## src/rtl/sprite_rom_arbiter.sv

```systemverilog
// sprite_rom_arbiter
//   Shares one synchronous sprite ROM between the VGA display fetcher and the
//   game-logic reader. One grant per cycle; the winner's address is registered
//   onto rom_address and an owner tag follows it through two pipeline stages so
//   that rd_data (rom_q) is qualified to the right requester two cycles after
//   the request was sampled.
//   Display wins during active video (blank=1), logic wins during blanking.
//   A starvation counter forces a logic grant after MAX_WAIT denied cycles.
//
// Ports
//   vga_clk      clock (rising edge)
//   Reset        synchronous active-high reset
//   blank        1 = active display region, 0 = blanking interval
//   disp_req     single-cycle display fetch request, disp_addr its address
//   logic_req    level logic read request (held until logic_gnt), logic_addr
//   rom_q        ROM read data, one cycle after rom_address
//   rom_address  registered ROM address
//   logic_gnt    one-cycle pulse, logic request accepted
//   disp_valid   rd_data belongs to the display port
//   logic_valid  rd_data belongs to the logic port
//   rd_data      read data (zero when neither valid is set)
//   disp_miss    one-cycle pulse, a display request was dropped
//   miss_count   saturating count of dropped display requests
module sprite_rom_arbiter #(
  parameter int ADDR_W   = 19,
  parameter int DATA_W   = 4,
  parameter int MAX_WAIT = 16
) (
  input  logic              vga_clk,
  input  logic              Reset,
  input  logic              blank,
  input  logic              disp_req,
  input  logic [ADDR_W-1:0] disp_addr,
  input  logic              logic_req,
  input  logic [ADDR_W-1:0] logic_addr,
  input  logic [DATA_W-1:0] rom_q,
  output logic [ADDR_W-1:0] rom_address,
  output logic              logic_gnt,
  output logic              disp_valid,
  output logic              logic_valid,
  output logic [DATA_W-1:0] rd_data,
  output logic              disp_miss,
  output logic [15:0]       miss_count
);

  typedef enum logic [1:0] {
    OWN_NONE  = 2'd0,
    OWN_DISP  = 2'd1,
    OWN_LOGIC = 2'd2
  } owner_e;

  localparam logic [7:0] WAIT_LAST = 8'(MAX_WAIT - 1);

  function automatic logic [15:0] sat_inc16(input logic [15:0] v);
    return (v == 16'hFFFF) ? v : v + 16'd1;
  endfunction

  function automatic logic [7:0] sat_inc8(input logic [7:0] v);
    return (v == 8'hFF) ? v : v + 8'd1;
  endfunction

  logic              eff_req;
  logic              logic_denied;
  owner_e            owner_d;
  owner_e            tag_p0;
  owner_e            tag_p1;
  logic [ADDR_W-1:0] addr_d;
  logic [ADDR_W-1:0] addr_q;
  logic [7:0]        wait_cnt_d;
  logic [7:0]        wait_cnt_q;
  logic              force_d;
  logic              force_q;
  logic              gnt_q;
  logic              miss_d;
  logic              miss_q;
  logic [15:0]       miss_count_d;
  logic [15:0]       miss_count_q;

  // Decision stage: arbitrate on the inputs sampled at this edge.
  always_comb begin
    // A request already granted last cycle is not re-granted back to back.
    eff_req = logic_req & ~gnt_q;

    owner_d = OWN_NONE;
    if (eff_req && force_q) begin
      owner_d = OWN_LOGIC;
    end else if (eff_req && disp_req) begin
      owner_d = blank ? OWN_DISP : OWN_LOGIC;
    end else if (disp_req) begin
      owner_d = OWN_DISP;
    end else if (eff_req) begin
      owner_d = OWN_LOGIC;
    end

    logic_denied = eff_req && (owner_d != OWN_LOGIC);

    wait_cnt_d = wait_cnt_q;
    if (!logic_req || owner_d == OWN_LOGIC) begin
      wait_cnt_d = 8'd0;
    end else if (logic_denied) begin
      wait_cnt_d = sat_inc8(wait_cnt_q);
    end

    // Reaching the last allowed wait while still denied arms a forced grant
    // for the following decision.
    force_d = logic_denied && (wait_cnt_q == WAIT_LAST);

    addr_d = addr_q;
    if (owner_d == OWN_DISP) begin
      addr_d = disp_addr;
    end else if (owner_d == OWN_LOGIC) begin
      addr_d = logic_addr;
    end

    miss_d       = disp_req && (owner_d != OWN_DISP);
    miss_count_d = miss_d ? sat_inc16(miss_count_q) : miss_count_q;
  end

  always_ff @(posedge vga_clk) begin
    if (Reset) begin
      addr_q       <= '0;
      gnt_q        <= 1'b0;
      miss_q       <= 1'b0;
      miss_count_q <= 16'd0;
      wait_cnt_q   <= 8'd0;
      force_q      <= 1'b0;
      tag_p0       <= OWN_NONE;
      tag_p1       <= OWN_NONE;
    end else begin
      // Stage p0: address presented to the ROM, tag follows it.
      addr_q       <= addr_d;
      gnt_q        <= (owner_d == OWN_LOGIC);
      miss_q       <= miss_d;
      miss_count_q <= miss_count_d;
      wait_cnt_q   <= wait_cnt_d;
      force_q      <= force_d;
      tag_p0       <= owner_d;
      // Stage p1: ROM data returns, tag qualifies it.
      tag_p1       <= tag_p0;
    end
  end

  assign rom_address = addr_q;
  assign logic_gnt   = gnt_q;
  assign disp_miss   = miss_q;
  assign miss_count  = miss_count_q;
  assign disp_valid  = (tag_p1 == OWN_DISP);
  assign logic_valid = (tag_p1 == OWN_LOGIC);
  assign rd_data     = (tag_p1 != OWN_NONE) ? rom_q : '0;

endmodule

```

## config.mk

```make
export PLATFORM = sky130hd
export DESIGN_NAME = sprite_rom_arbiter
export DESIGN_NICKNAME = d
export VERILOG_FILES = /design/src/rtl/sprite_rom_arbiter.sv
export SDC_FILE = /design/constraint.sdc
export NUM_CORES = 1
export LEC_CHECK = 0
export CORE_MARGIN = 2
export CORE_UTILIZATION = 44
export CTS_CLUSTER_DIAMETER = 60
export CTS_CLUSTER_SIZE = 25
export DETAILED_ROUTE_END_ITERATION = 16
export GPL_TIMING_DRIVEN = 0
export PLACE_DENSITY = 0.77
export SLEW_MARGIN = 20
export SYNTH_ARGS = -nofsm -noshare
export SYNTH_HDL_FRONTEND = slang
export SYNTH_SLANG_ARGS = --single-unit
```

## constraint.sdc

```tcl
create_clock -name vga_clk -period 3 [get_ports vga_clk]
set_clock_uncertainty 0.15 [all_clocks]
set_input_delay 0.6 -clock vga_clk [delete_from_list [all_inputs] [get_ports vga_clk]]
set_output_delay 0.6 -clock vga_clk [all_outputs]
set_load 0.01 [all_outputs]
```

==> metrics.txt <==
Final Cell Area 3440 um2; CTS tree done; Synth cell types 39; Die Height 77.7 um; share of async-settable or async-resettable flops after synthesis 0; detailed-route DRC error count 0; Routed WL 5230 um; initial core utilization 0.462; WL/cell 12.1 um; largest net degree at the start of global routing 15; layout net count 414; core box area 5170 um2; Layout area overhead 43.9%; Syn Nets 319; CTS-repair resized insts 0; setup bufs post-CTS 0; post-synth top area cell dfxtp_1; Avg Cell Area, Syn 8.92 um2; top cells by area, synth dfxtp_1, nor2_1, mux2i_1, xnor2_1, a21oi_1; initial antenna violation count 0; DIE AREA 6040 um2; Lkg Pwr 1.26 nW; footprint of the multi-input gates 1320 um2; PwrDens 402 nW/um2; Mapped Cells 268; status complete, no violations; CP Launch Type primary input; GP Congestion 0.841; max cap viols 0; HP Class register to register; most instantiated cells after synthesis nor2_1, dfxtp_1, a21oi_1; Sink Count 50; CP max FO 7; Final setup violation count 0; Crit Path Class primary input to register; Root Driver clkbuf_8; max-slew violation count 0; std cell rows 26; Port-buffer cells 88; worst-skew pair later-pin latency 310 ps; Tcrit/Tclk final 0.941; Synth Warn # 0; CP Capture Type register; Logic pwr share 0.210; layout filler cell count 434; IO Pins 90; post-route ant nets 0; min Tclk post-route 2820 ps; share of the yosys chip area belonging to registers 0.419; Synth top area share 0.419; Final Total Pwr 1.38 mW; maximum vdd drop 0.236 mV; synthesized cell area 2390 um2; worst r2r path cells 9; Psw 0.364 mW; share of layout cells above drive strength 1 0.0634; Sw Ratio 0.263; clock buffer depth 2; worst slack, placed -248 ps; vias in the first global route 2098; unrepaired setup endpoints after global routing false; max frequency 354 MHz; Clk pwr share 0.274; Setup WS post-layout 178 ps; count leader, synth nor2_1; worst hold stages 1; H-tree depth 2; DRT Pass-1 Iters 4; Flop pwr share 0.516; Final Hold Vio Count 0; die extent in x 77.7 um; ANT cells 0; GRT Total Usage 0.190; Slew headroom 0.679; first-pass GRT wire length 9240 um; most used flip-flop cell after synthesis dfxtp_1; Required @ worst endpoint 3050 ps; #FFs+latches synth 50; utilization after layout 0.665; Slew @ Worst Pin 482 ps; Worst EP arrival 2870 ps; Pint 1.02 mW; total gr overflow 0; clock slew at reported path FFs 90 ps; Vias 2120; EDFF count, synth 0; sequential cell area 1000 um2; hpwl dp 4030 um; CTS Buf Count 5; hold_buf cts 0; Post-DP Area 3360 um2; drt first-iter violations 121; number of vias per cell 4.90
==> power groups by stage <==
stage	clock [mW]	combinational, mW	sequential (mW)
3_3_place_gp	0	0.291	0.728
6_report	0.379	0.291	0.713
3_5_place_dp	0	0.295	0.729
5_1_grt	0.417	0.324	0.718
2_1_floorplan	0	0.130	0.741
4_1_cts	0.387	0.296	0.714
==> critical path, cell delays in order <==
cell             delay, ps
clkdlybuf4s50_1        500
nand2b_1               110
o21ai_1                240
inv_1                   70
ha_1                   200
nand2b_1               140
clkbuf_1               200
nor4_4                 360
nand3_1                140
mux2_4                 310
==> flip-flops by register name, indices dropped and copies added, names as in the netlist <==
signal / flops
rom_address: 19
miss_count: 16
wait_cnt_q: 8
tag_p0: 2
tag_p1: 2
disp_miss: 1
force_q: 1
logic_gnt: 1
==> layout make-up <==
class | count | area share
inverter | 2 | 0.00218
clock buffer | 6 | 0.0211
clock inverter | 1 | 0.00218
tap | 70 | 0.0255
multi-input combinational | 202 | 0.383
buffer | 14 | 0.0193
timing repair buffer | 88 | 0.256
sequential | 50 | 0.291
==> layout by cell type, fill, tap and decap left out, types with 2 or more instances in the layout <==
cell / count
nor2_1: 70
nand4_1: 2
clkbuf_8: 5
o21ai_1: 2
nor4_4: 3
xnor2_1: 16
nor4_1: 5
clkbuf_1: 11
mux2i_1: 20
xor2_1: 3
nor2b_1: 11
dfxtp_1: 50
inv_1: 2
clkdlybuf4s50_1: 88
a21oi_1: 21
nand4_4: 2
and4_1: 2
nand3_1: 9
buf_2: 2
nor3_1: 5
nand2_1: 10
ha_1: 4
nand2b_1: 2
==> logic make-up after synthesis <==
group | Yosys count | synth area share
multiplexers | 21 | 0.0900
AO/OA/AOI/OAI | 27 | 0.0712
adder cells (fa/ha/maj) | 4 | 0.0209
flip-flops | 50 | 0.419
AND/OR/NAND/NOR | 131 | 0.299
buffers and inverters | 16 | 0.0309
XOR/XNOR | 19 | 0.0696
==> per-stage QoR <==
stage | hold WS (ps) | setup TNS (ps) | instances
after global routing | 311 | 0 | 433
final | 297 | 0 | 433
after CTS | 303 | 0 | 433
after floorplan | 264 | 0 | 268
after detailed placement | 283 | -2510 | 426
after global placement | 270 | -1400 | 426
==> layer usage <==
layer | share of wire | wire length, um | vias to the layer above | GRT usage
met4 | 0.015 | 79 | 0 | 0.0732
met1 | 0.43 | 2240 | 954 | 0.215
li1 | - | - | 1094 | -
met3 | 0.077 | 403 | 6 | 0.0709
met5 | 0 | 0 | - | 0
met2 | 0.48 | 2510 | 66 | 0.322
==> final timing paths <==
kind              startpoint        endpoint  slack (ps)
setup / recovery   logic_req  miss_count[15]         180
hold / removal     tag_p0[0]       tag_p1[0]         300
setup reg to reg   logic_gnt  miss_count[15]         560
hold reg to reg    tag_p0[0]       tag_p1[0]         300
Power figures use the tool's default switching activity.
